--- src/rtl/bch_pkg.sv ---
// Shared constants for the BCH test path and the error injector FSM encoding.
//   BCH_N  - codeword length (bits)
//   BCH_K  - message length (bits)
//   BCH_LW - width of a bit-position index into a codeword
package bch_pkg;

    localparam int BCH_N  = 63;
    localparam int BCH_K  = 56;
    localparam int BCH_LW = 6;

    typedef enum logic [1:0] {
        IDLE   = 2'd0,
        INJECT = 2'd1,
        OUT    = 2'd2
    } state_t;

endpackage

--- src/rtl/lfsr16.sv ---
// Free-running 16-bit Galois LFSR, polynomial x^16+x^14+x^13+x^11+1.
// Ports:
//   clk   - clock
//   rst_n - async active-low reset, loads SEED
//   state - current LFSR contents
module lfsr16 #(
    parameter logic [15:0] SEED = 16'hACE1
) (
    input  logic        clk,
    input  logic        rst_n,
    output logic [15:0] state
);

    // Right-shifting Galois form: the bit shifted out of bit 0 is fed back
    // into the tap positions of the polynomial.
    localparam logic [15:0] TAPS = 16'hB400;

    always_ff @(posedge clk or negedge rst_n) begin
        if (!rst_n) begin
            state <= SEED;
        end else begin
            state <= {1'b0, state[15:1]} ^ (state[0] ? TAPS : 16'h0000);
        end
    end

endmodule

--- src/rtl/err_inject.sv ---
// Error injector: accepts a clean codeword, flips up to MAX_E bits at either
// configured or pseudo-random positions, and presents the corrupted word
// together with the applied error mask.
// Ports:
//   clk, rst_n          - clock, async active-low reset
//   in_valid/in_ready   - input handshake; in_data is the clean codeword
//   cfg_ne              - requested error count (clamped to MAX_E)
//   cfg_pos             - fixed positions, slot k at [k*LW +: LW]
//   cfg_rand            - 1 = random distinct positions, 0 = cfg_pos
//   out_valid/out_ready - output handshake
//   out_data, out_mask  - corrupted word and the pattern that was applied
//   out_err             - a fixed-mode position was outside the codeword
//
// state  | meaning
// IDLE   | ready for a word, latches data and config on in_valid
// INJECT | one slot (fixed) or one candidate (random) per cycle
// OUT    | result held until out_ready
module err_inject
    import bch_pkg::*;
#(
    parameter int          N     = BCH_N,
    parameter int          LW    = BCH_LW,
    parameter int          MAX_E = 3,
    parameter logic [15:0] SEED  = 16'hACE1
) (
    input  logic                clk,
    input  logic                rst_n,
    input  logic                in_valid,
    output logic                in_ready,
    input  logic [N-1:0]        in_data,
    input  logic [2:0]          cfg_ne,
    input  logic [MAX_E*LW-1:0] cfg_pos,
    input  logic                cfg_rand,
    output logic                out_valid,
    input  logic                out_ready,
    output logic [N-1:0]        out_data,
    output logic [N-1:0]        out_mask,
    output logic                out_err
);

    localparam logic [2:0]  MAX_E_C = 3'(MAX_E);
    localparam logic [LW:0] N_C     = (LW+1)'(N);

    state_t              state, state_n;
    logic [N-1:0]        data_r, data_n;
    logic [N-1:0]        mask_r, mask_n;
    logic [MAX_E*LW-1:0] pos_r, pos_n;
    logic                rand_r, rand_n;
    logic [2:0]          ne_r, ne_n;
    logic [2:0]          k_r, k_n;
    logic                err_r, err_n;

    logic [15:0]         lfsr_state;
    logic [LW-1:0]       cand;
    logic [LW-1:0]       pos_k;
    logic                last_slot;
    logic                unused_lfsr;

    lfsr16 #(.SEED(SEED)) u_lfsr (
        .clk   (clk),
        .rst_n (rst_n),
        .state (lfsr_state)
    );

    assign cand        = lfsr_state[LW-1:0];
    assign unused_lfsr = ^lfsr_state[15:LW];
    assign last_slot   = (k_r == ne_r - 3'd1);

    always_comb begin
        pos_k = '0;
        for (int s = 0; s < MAX_E; s++) begin
            if (k_r == 3'(s)) begin
                pos_k = pos_r[s*LW +: LW];
            end
        end
    end

    always_ff @(posedge clk or negedge rst_n) begin
        if (!rst_n) begin
            state  <= IDLE;
            data_r <= '0;
            mask_r <= '0;
            pos_r  <= '0;
            rand_r <= 1'b0;
            ne_r   <= '0;
            k_r    <= '0;
            err_r  <= 1'b0;
        end else begin
            state  <= state_n;
            data_r <= data_n;
            mask_r <= mask_n;
            pos_r  <= pos_n;
            rand_r <= rand_n;
            ne_r   <= ne_n;
            k_r    <= k_n;
            err_r  <= err_n;
        end
    end

    always_comb begin
        state_n = state;
        data_n  = data_r;
        mask_n  = mask_r;
        pos_n   = pos_r;
        rand_n  = rand_r;
        ne_n    = ne_r;
        k_n     = k_r;
        err_n   = err_r;
        case (state)
            IDLE: begin
                if (in_valid) begin
                    data_n  = in_data;
                    pos_n   = cfg_pos;
                    rand_n  = cfg_rand;
                    ne_n    = (cfg_ne > MAX_E_C) ? MAX_E_C : cfg_ne;
                    mask_n  = '0;
                    k_n     = '0;
                    err_n   = 1'b0;
                    state_n = (ne_n == 3'd0) ? OUT : INJECT;
                end
            end
            INJECT: begin
                if (!rand_r) begin
                    // Setting (not toggling) makes duplicate slots flip once.
                    if ({1'b0, pos_k} < N_C) begin
                        mask_n[pos_k] = 1'b1;
                    end else begin
                        err_n = 1'b1;
                    end
                    k_n = k_r + 3'd1;
                    if (last_slot) begin
                        state_n = OUT;
                    end
                end else if (({1'b0, cand} < N_C) && !mask_r[cand]) begin
                    // Rejecting out-of-range and already-set candidates
                    // guarantees exactly ne_r distinct flips.
                    mask_n[cand] = 1'b1;
                    k_n          = k_r + 3'd1;
                    if (last_slot) begin
                        state_n = OUT;
                    end
                end
            end
            OUT: begin
                if (out_ready) begin
                    state_n = IDLE;
                end
            end
            default: state_n = IDLE;
        endcase
    end

    assign in_ready  = (state == IDLE);
    assign out_valid = (state == OUT);
    assign out_data  = data_r ^ mask_r;
    assign out_mask  = mask_r;
    assign out_err   = err_r;

endmodule

--- config.mk ---
export PLATFORM = sky130hd
export DESIGN_NAME = err_inject
export DESIGN_NICKNAME = d
export VERILOG_FILES = /design/src/rtl/bch_pkg.sv /design/src/rtl/lfsr16.sv /design/src/rtl/err_inject.sv
export SDC_FILE = /design/constraint.sdc
export NUM_CORES = 1
export LEC_CHECK = 0
export ABC_CLOCK_PERIOD_IN_PS = 4650
export CORE_ASPECT_RATIO = 0.5
export CORE_UTILIZATION = 40
export CTS_BUF_LIST = sky130_fd_sc_hd__clkbuf_4
export CTS_CLUSTER_DIAMETER = 60
export DETAILED_ROUTE_END_ITERATION = 16
export PLACE_DENSITY = 0.68
export SKIP_LAST_GASP = 1
export SLEW_MARGIN = 15
export SYNTH_ARGS = -nofsm -noshare
export SYNTH_HDL_FRONTEND = slang
export SYNTH_SLANG_ARGS = --single-unit
--- constraint.sdc ---
create_clock -name clk -period 4.65 [get_ports clk]
set_clock_uncertainty 0.15 [all_clocks]
set_input_delay 1.1625 -clock clk [delete_from_list [all_inputs] [get_ports clk]]
set_output_delay 1.1625 -clock clk [all_outputs]
set_load 0.02 [all_outputs]
==> reports/results.ini, run 1 <==
[worst_setup_path]
crit_buf_inv = 1
cpMaxStageDelayCell = dfrtp_1
rr_endpoint = out_mask[15]
cp-end-kind = flop
worstSetupPathType = reg -> reg
worstPathRequired_ns = 4.99
reg2reg_from = u_lfsr.state[2]
arrival_ns = 4.14
cp_cell_sequence = mux2_2 -> mux4_2 -> o21ai_0 -> o221ai_1 -> o31ai_4 -> nand2_2 -> buf_4 -> o21ai_1
crit_family = compound AO/OA/AOI/OAI gates
crit_fanout = 58
reg2reg_slack_ns = 0.86
slowest_delay_ns = 0.99
reg2reg_depth = 8
cp-start-kind = flop

[layout]
multi_input_area_sq_um = 3970
drive_gt1_share_pct = 15.6
seq_area_sq_um = 4260
antenna_cells = 0
fin_nets = 1068
area_growth_pct = 32.6
final_cell_mix = 216 x clkdlybuf4s50_1, 162 x dfrtp_1, 88 x mux2_2
layout_commonest_cell = clkdlybuf4s50_1
n_fill_cell = 1797
fin_util_pct = 54.3
final_cells = 1260

[timing]
finalSetupViolCount = 0
slew_headroom_pct = 22.7
rsz0062_at_grt = no
finalCriticalPeriod_ns = 3.79
min_period_over_period_pct = 81.6
final-max-slew-violation-count = 0
fin_tns_setup_ns = 0
max_freq_ghz = 0.264
hold_viol = 0
tightestPinTransition_ns = 1.15

[global_routing]
grt_pass1_wl_mm = 37.8
grt_use_total_pct = 22.2
antenna_found_initial = 0
grt_pass1_vias = 6645
grt_overflow = 0
grt_max_degree = 86

[route]
drt_pass1_iterations = 8
antenna_left = 0
drt_iter0_drc = 666
vias = 6901
wl_per_cell_microns = 18.9
drc = 0
drt-vias-per-instance = 5.48
routed_wl_mm = 23.9

[worst_hold_path]
holdPathStages = 0
min_from = u_lfsr.state[8]
hp-class = reg -> reg
whs_endpoint = u_lfsr.state[7]

[power]
p_leak_nw = 4.61
peakVddDrop_uv = 300
power_mw = 6.64
powerDensity_nw_per_um2 = 593

[clock_network]
cts_inserted_buffers = 17
ctsHoldBuffers = 0
clock_sinks = 170
cts_tree = yes
cts_root_buf = clkbuf_4
cts.path.max_buffers = 2
cts_resized = 0
post_cts_buffers = 0
clk_latency_ns = 0.57
clk_pin_slew_worst_paths_ns = 0.16
htreeDepth = 4

[floorplan]
initial_core_util_pct = 41.0
die_h_microns = 105
dieArea_sq_um = 21700
io_pins = 218
core_sq_um = 20600
row_count = 37
die_w_microns = 207

[yosys]
postSynthRegisterBits = 170
synth_area_sq_um = 8450
yosys.area.top_type = dfrtp_1
avgSynthCellArea_sq_um = 11.0
synthCells = 771
synth.top_cell.area_share_pct = 48.0
synthFlopType = dfrtp_1
synth_area_leaders = dfrtp_1 48%, mux2_2 12%, xor2_1 7.2%
synth-edff-count = 0
syn_nets = 865
synth.distinct_cells = 58
yosysWarnings = 0
synthArstFlopShare_pct = 100
ys_seq_area_share_pct = 50.5

[placed_design]
dp_cells = 1228
place_congestion = 0.953
post-dp-hpwl_mm = 17.5
portBuffers = 217

[outcome]
status = finished, final reports clean

[job]
maxCapViolations = 0

report_power, final:
part | internal [mW] | switching [mW] | leakage [nW]
combinational | 1.57 | 1.83 | 2.30
clock | 0.383 | 0.551 | 0.161
sequential | 1.93 | 0.384 | 2.15
total | 3.88 | 2.77 | 4.61
how the worst max path moves through the flow:
stage / startpoint / to / slack [ns] / depth (start not counted)
2_1_floorplan: u_lfsr.state[0] / k_r[0] / 1.80 / 10
3_3_place_gp: u_lfsr.state[2] / out_mask[28] / 1.09 / 8
3_5_place_dp: u_lfsr.state[2] / out_mask[15] / 0.94 / 8
4_1_cts: u_lfsr.state[2] / out_mask[21] / 0.90 / 8
5_1_grt: u_lfsr.state[2] / out_mask[58] / 0.65 / 8
6_report: u_lfsr.state[2] / out_mask[15] / 0.86 / 8
synth_stat cells (all sizes together) (6+ instances only):
cell	count
nor3	9
mux4	6
mux2	88
nand2	85
clkbuf	16
dfstp	8
a21oi	23
nand3	10
xor2	69
o22ai	7
nand3b	9
nor2	32
dfrtp	162
nor2b	14
o21ai	63
a22oi	46
nand2b	10
buf	27
inv	12
logic make-up (layout without fill, tap and decap cells):
group | after synthesis | in the layout | share of synthesized area (%)
flops | 170 | 170 | 50.5
buf+inv | 55 | 271 | 2.71
xor+xnor | 70 | 70 | 7.26
mux | 99 | 99 | 13.9
fa+ha+maj | 5 | 5 | 0.741
simple gates | 195 | 195 | 11.1
compound gates | 177 | 177 | 13.8
worst reg2reg max path, stage by stage, from the launching register on:
cell	delay (ns)
dfrtp_1	0.99
mux2_2	0.42
mux4_2	0.45
o21ai_0	0.22
o221ai_1	0.23
o31ai_4	0.51
nand2_2	0.13
buf_4	0.32
o21ai_1	0.28
metrics by stage:
stage	cell area (sq um)	setup slack, ns	hold slack (ns)
after CTS	11200	0.895	0.192
after floorplan	8450	1.80	0.181
after global routing	11200	0.654	0.204
final	11200	0.857	0.195
after detailed placement	10900	0.944	0.187
after global placement	10900	1.09	0.186
area by class of cell:
class	count	share of cell area (%)
clock buffers	18	1.21
clock inverters	14	1.53
inverters	12	0.402
multi-input cells	546	35.4
flip-flops and latches	170	38.1
well taps	273	3.05
repair buffers	227	20.3
flip-flops by register name (all words and copies together), names as in the netlist:
register and count:
data_r 63, k_r 3, ne_r 3, out_err 1
out_mask 63, pos_r 18, rand_r 1, state 2
u_lfsr.state 16
per-layer routing:
layer	global-route usage (%)	vias to the layer above	routed length [microns]
li1	-	3169	-
met1	32.5	3429	10900
met2	33.1	282	10800
met3	5.32	21	1980
met4	5.12	0	206
met5	0	-	0
No activity file was read; power rests on OpenSTA's default activity.
==> run 2: changes to the inputs <==
Settings changed: ABC_CLOCK_PERIOD_IN_PS 4650 to 3900.
Clock period 4.65 ns to 3.9 ns, I/O delays scaled along.
==> reports/results.ini, run 2 (synthesis results as in run 1) <==
[outcome]
status = finished, final reports clean

[global_routing]
grt_pass1_vias = 6835  ; +2.9%
grt_pass1_wl_mm = 38.0  ; +0.68%
antenna_found_initial = 0  ; unchanged
grt_max_degree = 82  ; -4.7%
grt_use_total_pct = 22.3  ; +0.12 points
grt_overflow = 0  ; unchanged

[layout]
multi_input_area_sq_um = 3960  ; -0.13%
n_fill_cell = 1812  ; +0.83%
drive_gt1_share_pct = 16.2  ; +0.58 points
fin_nets = 1076  ; +0.75%
final_cells = 1268  ; +0.63%
area_growth_pct = 32.9
seq_area_sq_um = 4260  ; unchanged
antenna_cells = 0  ; unchanged
layout_commonest_cell = clkdlybuf4s50_1
final_cell_mix = 216 x clkdlybuf4s50_1, 162 x dfrtp_1, 88 x mux2_2

[worst_setup_path]
cp-end-kind = flop
slowest_delay_ns = 0.71  ; -0.28 ns
cp_cell_sequence = buf_4 -> mux2_2 -> mux4_2 -> o21ai_0 -> o221ai_1 -> o31ai_4 -> nand2_2 -> buf_4 -> o21ai_1
crit_family = compound AO/OA/AOI/OAI gates
worstSetupPathType = reg -> reg
crit_buf_inv = 2  ; +1
arrival_ns = 3.97  ; -0.17 ns
crit_fanout = 58  ; unchanged
cp-start-kind = flop
worstPathRequired_ns = 4.25  ; -0.74 ns
cpMaxStageDelayCell = dfrtp_1
crit_path_frequent_cell = buf_4

[clock_network]
clk_latency_ns = 0.58  ; about the same
clock_sinks = 170  ; unchanged
cts_tree = yes
cts_resized = 0  ; unchanged
clk_pin_slew_worst_paths_ns = 0.15  ; about the same
cts_root_buf = clkbuf_4
post_cts_buffers = 0  ; unchanged
ctsHoldBuffers = 0  ; unchanged
htreeDepth = 4  ; unchanged
cts_inserted_buffers = 17  ; unchanged
cts.path.max_buffers = 2  ; unchanged

[timing]
max_freq_ghz = 0.277  ; +4.9%
finalCriticalPeriod_ns = 3.61  ; -0.178 ns
tightestPinTransition_ns = 1.13  ; -0.0222 ns
final-max-slew-violation-count = 0  ; unchanged
hold_viol = 0  ; unchanged
slew_headroom_pct = 24.2  ; +1.5 points
rsz0062_at_grt = no
finalSetupViolCount = 0  ; unchanged
fin_tns_setup_ns = 0  ; unchanged
whs_ns = 0.215  ; +0.0193 ns
min_period_over_period_pct = 92.7  ; +11 points

[route]
wl_per_cell_microns = 18.8  ; -0.90%
antenna_left = 0  ; unchanged
routed_wl_mm = 23.8  ; -0.27%
drt-vias-per-instance = 5.45  ; -0.43%
drc = 0  ; unchanged
drt_iter0_drc = 703  ; +5.6%
drt_pass1_iterations = 7  ; -1
vias = 6915  ; +0.20%

[floorplan]
die_w_microns = 207  ; unchanged
row_count = 37  ; unchanged
die_h_microns = 105  ; unchanged
initial_core_util_pct = 41.0  ; unchanged
core_sq_um = 20600  ; unchanged
dieArea_sq_um = 21700  ; unchanged
io_pins = 218  ; unchanged

[placed_design]
portBuffers = 217  ; unchanged
post-dp-hpwl_mm = 17.2  ; -2.0%
dp_cells = 1236  ; +0.65%
place_congestion = 0.980  ; +2.8%

[worst_hold_path]
hp-class = reg -> reg

[power]
powerDensity_nw_per_um2 = 702  ; +18%
power_mw = 7.88  ; +19%
peakVddDrop_uv = 308  ; +2.7%
p_leak_nw = 4.64  ; +0.60%

[job]
maxCapViolations = 0  ; unchanged

==> run 2: cell count changes in the layout (fill, tap and decap cells not counted), sizes merged <==
cell      change
buf           +8
inv           +4
bufinv        -2
clkinv        -1
clkinvlp      -1
==> run 2: power breakdown <==
| group | internal (mW) | switching [mW] | total, mW |
|---|---|---|---|
| Clock | 0.338 | 0.667 | 1.00 |
| Combinational | 1.92 | 2.20 | 4.12 |
| Sequential | 2.30 | 0.457 | 2.76 |
==> run 2: through the flow <==
step | area [sq um] | setup WS, ns | utilization, %
3_3_place_gp | 11000 | 0.575 | 53.2
4_1_cts | 11200 | 0.379 | 54.5
3_5_place_dp | 11000 | 0.434 | 53.2
2_1_floorplan | 8450 | 1.05 | -
5_1_grt | 11200 | 0.145 | 54.5
6_report | 11200 | 0.285 | 54.5
==> run 2: area by class of cell <==
class | count | share of cell area (%)
clock inverter | 14 | 1.19
timing repair buffer | 235 | 20.9
multi-input combinational | 546 | 35.3
sequential | 170 | 38.0
tap | 273 | 3.04
clock buffer | 18 | 1.20
inverter | 12 | 0.401
==> run 2: metal layers <==
metal,global-route usage (%),wire length [microns],up-vias
met1,31.7,10800,3403
met4,4.42,134,0
met3,5.83,1860,16
met5,1.38,0,-
met2,34.2,11000,319
li1,-,-,3177
==> run 2: path summary, 6_finish.rpt <==
path / startpoint / endpoint / slack (ns) / cells past startpoint
max: u_lfsr.state[2] / out_mask[20] / 0.29 / 9
min: u_lfsr.state[9] / u_lfsr.state[8] / 0.21 / 0
max reg2reg: u_lfsr.state[2] / out_mask[20] / 0.29 / 9
min reg2reg: u_lfsr.state[9] / u_lfsr.state[8] / 0.21 / 0
max in group asynchronous: rst_n / data_r[61] / 2.46 / 2
min in group asynchronous: rst_n / data_r[15] / 0.22 / 1
==> run 3: changes to the inputs <==
Settings changed: SKIP_LAST_GASP 1 to unset.
==> results of run 3 <==
The final DEF is identical to that of run 2; final timing and power are the same.
